[src/rtl/ext_reg_mailbox.sv]
// ---------------------------------------------------------------------------
// ext_reg_mailbox
//
// Register-interface responder that bridges CPU register accesses to a pair
// of ready/valid streams through two synchronous FIFOs:
//   TX FIFO : CPU pushes through TXDATA, external consumer drains tx_* stream.
//   RX FIFO : external producer fills through rx_* stream, CPU pops RXDATA.
// STATUS and CTRL registers plus a level interrupt for pending RX data.
//
// Register map (addr[4:2]):
//   0x00 TXDATA W   0x04 RXDATA R   0x08 STATUS R   0x0C CTRL RW
//
// Ports:
//   clk_i, rst_i         clock, synchronous active-high reset
//   reg_req_i/reg_rsp_o  register request/response (response is same-cycle)
//   tx_data_o/valid/rdy  TX stream, first-word fall-through from TX FIFO
//   rx_data_i/valid/rdy  RX stream into RX FIFO
//   irq_o                registered level interrupt: irq_en & RX non-empty
// ---------------------------------------------------------------------------

package ext_reg_mailbox_pkg;

    typedef struct packed {
        logic [31:0] addr;
        logic        write;
        logic [31:0] wdata;
        logic [3:0]  wstrb;
        logic        valid;
    } reg_req_t;

    typedef struct packed {
        logic [31:0] rdata;
        logic        error;
        logic        ready;
    } reg_rsp_t;

endpackage

module ext_reg_mailbox #(
    parameter type         reg_req_t = ext_reg_mailbox_pkg::reg_req_t,
    parameter type         reg_rsp_t = ext_reg_mailbox_pkg::reg_rsp_t,
    parameter int unsigned Depth     = 8,
    parameter int unsigned DataWidth = 32
) (
    input  logic                 clk_i,
    input  logic                 rst_i,
    input  reg_req_t             reg_req_i,
    output reg_rsp_t             reg_rsp_o,
    output logic [DataWidth-1:0] tx_data_o,
    output logic                 tx_valid_o,
    input  logic                 tx_ready_i,
    input  logic [DataWidth-1:0] rx_data_i,
    input  logic                 rx_valid_i,
    output logic                 rx_ready_o,
    output logic                 irq_o
);

    localparam int unsigned AW = $clog2(Depth);
    localparam int unsigned CW = AW + 1;

    localparam logic [2:0] OFF_TXDATA = 3'd0;
    localparam logic [2:0] OFF_RXDATA = 3'd1;
    localparam logic [2:0] OFF_STATUS = 3'd2;
    localparam logic [2:0] OFF_CTRL   = 3'd3;

    logic [DataWidth-1:0] tx_mem [Depth];
    logic [DataWidth-1:0] rx_mem [Depth];
    logic [AW-1:0]        tx_wptr, tx_rptr, rx_wptr, rx_rptr;
    logic [CW-1:0]        tx_count, rx_count;
    logic                 irq_en;

    logic       tx_full, tx_empty, rx_full, rx_empty;
    logic [2:0] reg_idx;
    logic       rd_req, wr_req;
    logic       tx_push, tx_pop, rx_push, rx_pop;
    logic       ctrl_wr, tx_clear, rx_clear;
    logic [31:0] status_word;

    // Address bits outside the decode window and upper strobes carry no meaning.
    logic unused_bits;
    assign unused_bits = ^{reg_req_i.addr[31:5], reg_req_i.addr[1:0], reg_req_i.wstrb[3:1]};

    assign tx_full  = (tx_count == CW'(Depth));
    assign tx_empty = (tx_count == '0);
    assign rx_full  = (rx_count == CW'(Depth));
    assign rx_empty = (rx_count == '0);

    assign reg_idx = reg_req_i.addr[4:2];
    assign rd_req  = reg_req_i.valid & ~reg_req_i.write;
    assign wr_req  = reg_req_i.valid &  reg_req_i.write;

    // Streams
    assign tx_valid_o = ~tx_empty;
    assign tx_data_o  = tx_mem[tx_rptr];
    assign rx_ready_o = ~rx_full & ~rst_i;

    // FIFO operations. A full TX FIFO rejects the push even when the stream
    // pops in the same cycle; an empty RX FIFO fails the pop even when the
    // stream pushes in the same cycle.
    assign tx_push = wr_req & (reg_idx == OFF_TXDATA) & ~tx_full;
    assign tx_pop  = tx_valid_o & tx_ready_i;
    assign rx_push = rx_valid_i & rx_ready_o;
    assign rx_pop  = rd_req & (reg_idx == OFF_RXDATA) & ~rx_empty;

    assign ctrl_wr  = wr_req & (reg_idx == OFF_CTRL) & reg_req_i.wstrb[0];
    assign tx_clear = ctrl_wr & reg_req_i.wdata[1];
    assign rx_clear = ctrl_wr & reg_req_i.wdata[2];

    always_comb begin
        // NOTE: every signal written in always_comb gets a default first so no latch is inferred.
        status_word           = '0;
        status_word[0]        = tx_full;
        status_word[1]        = tx_empty;
        status_word[2]        = rx_full;
        status_word[3]        = rx_empty;
        status_word[8 +: CW]  = tx_count;
        status_word[16 +: CW] = rx_count;
    end

    // Response is purely combinational from current state; ready is always 1.
    always_comb begin
        reg_rsp_o       = '0;
        reg_rsp_o.ready = 1'b1;
        if (reg_req_i.valid) begin
            unique case (reg_idx)
                OFF_TXDATA: reg_rsp_o.error = reg_req_i.write & tx_full;
                OFF_RXDATA: begin
                    if (!reg_req_i.write) begin
                        reg_rsp_o.rdata = rx_empty ? '0 : rx_mem[rx_rptr];
                        reg_rsp_o.error = rx_empty;
                    end
                end
                OFF_STATUS: begin
                    if (!reg_req_i.write) reg_rsp_o.rdata = status_word;
                end
                OFF_CTRL: begin
                    if (!reg_req_i.write) reg_rsp_o.rdata = {31'b0, irq_en};
                end
                default: reg_rsp_o.error = 1'b1;
            endcase
        end
    end

    // NOTE: FIFO storage has no reset; pointers and counts alone define validity.
    always_ff @(posedge clk_i) begin
        if (tx_push) tx_mem[tx_wptr] <= reg_req_i.wdata;
        if (rx_push) rx_mem[rx_wptr] <= rx_data_i;
    end

    // NOTE: sequential state uses non-blocking assignments so all updates see pre-edge values.
    always_ff @(posedge clk_i) begin
        if (rst_i) begin
            tx_wptr  <= '0;
            tx_rptr  <= '0;
            tx_count <= '0;
            rx_wptr  <= '0;
            rx_rptr  <= '0;
            rx_count <= '0;
            irq_en   <= 1'b0;
            irq_o    <= 1'b0;
        end else begin
            // A clear wins over any same-cycle push or pop on that FIFO.
            if (tx_clear) begin
                tx_wptr  <= '0;
                tx_rptr  <= '0;
                tx_count <= '0;
            end else begin
                if (tx_push) tx_wptr <= tx_wptr + AW'(1);
                if (tx_pop)  tx_rptr <= tx_rptr + AW'(1);
                tx_count <= tx_count + CW'(tx_push) - CW'(tx_pop);
            end

            if (rx_clear) begin
                rx_wptr  <= '0;
                rx_rptr  <= '0;
                rx_count <= '0;
            end else begin
                if (rx_push) rx_wptr <= rx_wptr + AW'(1);
                if (rx_pop)  rx_rptr <= rx_rptr + AW'(1);
                rx_count <= rx_count + CW'(rx_push) - CW'(rx_pop);
            end

            if (ctrl_wr) irq_en <= reg_req_i.wdata[0];

            // Built from pre-edge state, so irq_o trails the RX level by one cycle.
            irq_o <= irq_en & ~rx_empty;
        end
    end

endmodule
[config.mk]
export PLATFORM = sky130hd
export DESIGN_NAME = ext_reg_mailbox
export DESIGN_NICKNAME = d
export VERILOG_FILES = /design/src/rtl/ext_reg_mailbox.sv
export SDC_FILE = /design/constraint.sdc
export NUM_CORES = 1
export LEC_CHECK = 0
export CAP_MARGIN = 40
export CORE_UTILIZATION = 65
export DETAILED_ROUTE_END_ITERATION = 7
export DONT_BUFFER_PORTS = 1
export PLACE_DENSITY = 0.8
export SLEW_MARGIN = 25
export SYNTH_ARGS = -nofsm -noshare
export SYNTH_HDL_FRONTEND = slang
export SYNTH_SLANG_ARGS = --single-unit
[constraint.sdc]
create_clock -name clk_i -period 9.5 [get_ports clk_i]
set_input_delay 0.95 -clock clk_i [delete_from_list [all_inputs] [get_ports clk_i]]
set_output_delay 0.95 -clock clk_i [all_outputs]
set_load 0.1 [all_outputs]
-- Word-level counts from Yosys, hierarchy flattened
Memories as Yosys holds them, arrays and structs flattened. A register that Yosys moved wholly into a read port is not among the register bits.
Index checks and enable logic that the tools add are counted.
- output and inout bits: 69
- bits of input ports: 106
- bits in registers: 22
- memories: 2
- memory bits (writable): 512
- memory list (memory ; words ; bits a word ; rd ports ; clocked after Yosys merged registers in ; write ports ; line ; source):
    rx_mem ; 8 ; 32 ; 1 ; 1 ; 1 ; 67 ; logic [DataWidth-1:0] rx_mem [Depth];
    tx_mem ; 8 ; 32 ; 1 ; 1 ; 1 ; 66 ; logic [DataWidth-1:0] tx_mem [Depth];
- reduce and logical (&&, ||, !) cells: 6
- bitwise gates (word level): 21
- add/sub/neg operators: 8
- equal/unequal tests: 5
- muxes and demuxes: 15
- operators by type and width (kind ; number):
    $pmux W32 S3 ; 1
    $mux W33 ; 2
    $mux W32 ; 1
    $mux W20 ; 1
    $and A1 B1 Y1 ; 15
    $add A3 B1 Y3 const B ; 4
    $mux W3 ; 4
    $add A4 B1 Y4 ; 2
    $eq A4 B4 Y1 const B ; 2
    $logic_not A4 Y1 ; 2
    $sub A4 B1 Y4 ; 2
    $eq A3 B2 Y1 const B ; 2
    $not A1 Y1 ; 6
    $reduce_or A2 Y1 ; 3
    $mux W1 ; 5
    $eq A3 B1 Y1 const B ; 1
    $logic_not A3 Y1 ; 1
    $pmux W1 S3 ; 1

-- Longest topological paths before layout
- word-level depth: 6
- mapped depth: 13
- depth with buffers taken out: 12

-- Least setup slack after synthesis
No wires, ideal clock.
- path kind: in2reg
- from: input rst_i
- to: memory rx_mem[2][0], enable pin
- setup slack: 3.907 ns
- library setup time: 0.461 ns
- cell stages on the path: 3
- data required time: 9.039 ns
- data arrival time: 5.132 ns
- cell sequence: a21oi_1 > nand3_1 > nor3_1
- cells in the longest elaborated chain, start to end: 5
- ends and longest elaborated chain (item ; line ; source):
    start: declaration ; 46 ; input logic rst_i,
    $not A1 Y1 ; 95 ; assign rx_ready_o = ~rx_full & ~rst_i;
    $and A1 B1 Y1 ; 95 ;
    $and A1 B1 Y1 ; 102 ; assign rx_push = rx_valid_i & rx_ready_o;
    $mux W1 ; 147 ; if (rx_push) rx_mem[rx_wptr] <= rx_data_i;
    $mux W1 (implied by the code) ; 147 ;
    end: declaration ; 67 ;
No other way between the ends.

==> summary.md <==
| Metric | Value |
|---|---|
| First-pass GRT wire length | `62000 microns` |
| Number of inserted diodes | `0` |
| Pwr Density | `244 nW/um^2` |
| Die Wd | `181 microns` |
| Max Slew Vio Count | `0` |
| Slew HR | `43.8%` |
| Hold WC Path Type | `in2reg` |
| Status | `finished, final reports clean` |
| RSZ-0062 raised after global routing | `false` |
| GPL Wtd Cong | `0.759` |
| Synth warn | `0` |
| Number of synthesized flops with an enable pin | `512` |
| Initial antenna violation count | `0` |
| Max Cap Viol | `0` |
| Num CTS Buffers | `51` |
| Port-buffer cells | `0` |
| Mux cell area share after synthesis | `17.1%` |
| Die H | `181 microns` |
| Clk root buf | `clkbuf_16` |
| Most frequent cells in the layout | `edfxtp_1, mux4_2, clkbuf_16` |
| FF+latch count, synth | `540` |
| Ports | `175` |
| Final hold slack | `0.452 ns` |
| Adder-cell share of the synthesized area | `1.09%` |
| Setup slack after layout | `5.31 ns` |
| Post-CTS Setup Repair Bufs | `0` |
| Post-synth cell types | `45` |
| Core ar. | `31600 sq um` |
| CTS Hold Buffers Added | `0` |
| Main combinational cell family by area after synthesis | `multiplexers` |
| Bufs and invs on worst path | `1` |
| CP peak stage delay | `0.76 ns` |
| Synth top area cells | `edfxtp_1, mux4_2, dfxtp_1` |
| Post-synth top flop | `edfxtp_1` |
| CP Max Fanout | `35` |
| Worst-Margin Slew | `0.840 ns` |
| Synth top area share | `73.7%` |
| Post-synthesis cell count | `964` |
| Die Area | `32800 sq um` |
| Crit-path slowest cell | `dfxtp_4` |
| Iter 0 DRT Violations | `685` |
| Final nets | `1146` |
| Synth area leader | `edfxtp_1` |
| Mapped Nets | `1087` |
| Via count | `9598` |
| Share of cells above drive strength 1 | `33.0%` |
| Worst vdd ir | `0.173 mV` |
| Drt total wl | `41500 microns` |
| Final Hold Viols | `0` |
| Final ANT Viol Nets | `0` |
| Crit. End Element | `output port` |
| H-tree depth | `2` |
| Setup violations, final | `0` |
| Fillcell total | `1610` |
| Most common cell after layout, fill and taps aside | `edfxtp_1` |
| Effective utilization at floorplan | `66.1%` |
| Clock Path Buffers | `3` |
| Dpl hpwl | `21400 microns` |
| Synth-to-Final Area Change | `14.6%` |
| Period minus WS final | `4.19 ns` |
| Clk pwr share | `36.3%` |
| Async set-or-reset flop fraction in the synthesized netlist | `0%` |
| Worst path top cell family by delay | `multiplexers` |
| Sequential Power Share | `46.6%` |
| Critical path required time | `8.55 ns` |
| Register area share after synthesis | `76.4%` |
| Post-route DRC | `0` |
| CTS Sinks | `540` |
| Post-route clock skew | `0.0219 ns` |
| Syn Area/Cell | `21.6 sq um` |
| Critical path class | `reg2out` |
| Post-route clock period utilization | `44.1%` |
| Synthesized-area fraction occupied by xor and xnor cells | `0.504%` |
| Initial DRT Pass Iterations | `7` |
| Largest net degree at the start of global routing | `46` |
| Vias per cell | `6.54` |
| Data arrival, critical path | `3.24 ns` |
| Synth Cell Area | `20900 sq um` |
| Row count | `65` |
| CTS tree | `done` |
| Combinational share of power | `17.1%` |
| Final TNS setup | `0 ns` |
| GRT Overall Usage | `26.0%` |
| Synth Area in Compound Gates | `1.02%` |
| Total power | `0.00584 W` |
| Peak Freq | `0.239 GHz` |
| Worst setup SP type | `flop` |
| Drt wl/cell | `28.3 microns` |
| Power Internal | `0.00423 W` |
| Post_cts resized | `0` |
| Worst path cell trace | `buf_4, mux4_2, mux2_2` |
| Vias in the first global route | `10400` |
| Post-Synth Simple-Gate Area | `2.61%` |
| Clk_lat worst skew | `0.56 ns` |
| Clock transition at path regs | `0.06 ns` |
| Switch share | `27.6%` |
| Grt ovf | `0` |
| Sw Pwr | `0.00161 W` |
| Static Leak | `7.42 nW` |
| DP Worst Slack | `5.62 ns` |
## cells in the mapped netlist (2+ instances only)
cell type	count
o211a_1	2
or3b_2	3
nand2b_1	4
clkbuf_1	19
xnor2_1	6
nand2_1	10
fa_1	2
nor2b_1	2
buf_2	23
o2111ai_1	2
nand3_1	10
inv_1	14
mux4_2	126
edfxtp_1	512
o2bb2ai_1	8
a21oi_1	9
nor2_1	51
mux2i_1	37
dfxtp_1	28
nor4_1	2
xor2_1	6
buf_1	4
mux2_2	32
nor3_1	8
and3_1	2
a21o_1	4
nor3b_1	3
nand3b_1	3
or3_1	2
ha_1	15
## metal layers
layer	global-route usage, %	up-vias	wire, microns
li1	-	4081	-
met1	30.7	5017	15000
met2	45.8	400	21900
met3	6.93	100	3200
met4	10.1	0	1430
met5	0	-	0
## flip-flops by register name, summed over array words and instances, names as in the netlist, named ones only
signal / flops
irq_en: 1
irq_o: 1
tx_count: 4
tx_mem: 256
rx_count: 4
rx_rptr: 3
tx_wptr: 3
tx_rptr: 3
rx_mem: 256
rx_wptr: 3
## cells by family after synthesis
family | Yosys count
simple gates | 109
xor+xnor | 12
fa+ha+maj | 17
buf+inv | 61
compound gates | 29
other cells | 1
mux | 195
flops | 540
## per-stage QoR
stage	cells	utilization (%)	area, sq um
5_1_grt	1467	75.8	23900
4_1_cts	1467	75.8	23900
3_5_place_dp	1372	70.2	22100
3_3_place_gp	1346	68.5	21600
6_report	1467	75.8	23900
2_1_floorplan	964	-	20900
## power groups by stage
stage / clock network [W] / logic [W] / registers [W]
4_1_cts: 0.00214 / 0.00101 / 0.00272
3_5_place_dp: 0 / 0.000999 / 0.00277
6_report: 0.00212 / 0.000999 / 0.00272
3_3_place_gp: 0 / 0.000973 / 0.00276
2_1_floorplan: 0 / 0.000910 / 0.00272
5_1_grt: 0.00223 / 0.00104 / 0.00273
## worst paths after layout
path / startpoint / to / slack (ns) / depth (start not counted)
min reg2reg: tx_rptr[1]$_SDFFE_PP0P_ / flop / 0.49 / 2
max: flop / tx_data_o[0] / 5.31 / 3
max reg2reg: tx_count[2]$_SDFF_PP0_ / tx_mem[2][11]$_DFFE_PP_ / 6.38 / 6
min: rst_i / irq_en$_SDFFE_PP0N_ / 0.45 / 1
## final cells by class
type	instances	area, sq um	share of cell area, %
clock inverters	34	419	1.75
inverters	14	52.6	0.220
multi-input cells	363	4980	20.8
well taps	402	503	2.10
repair buffers	53	656	2.74
flip-flops and latches	540	15900	66.7
clock buffers	61	1350	5.66
## worst reg2reg max path: cells and delay by family, from the launching register on
family / cells / cell delay [ns]
adders and majority gates: 1 / 0.21
buffers and inverters: 2 / 0.58
and+or+nand+nor: 3 / 1.57
DFF: 1 / 0.39
Note: power is estimated with default switching activity, not from simulation.
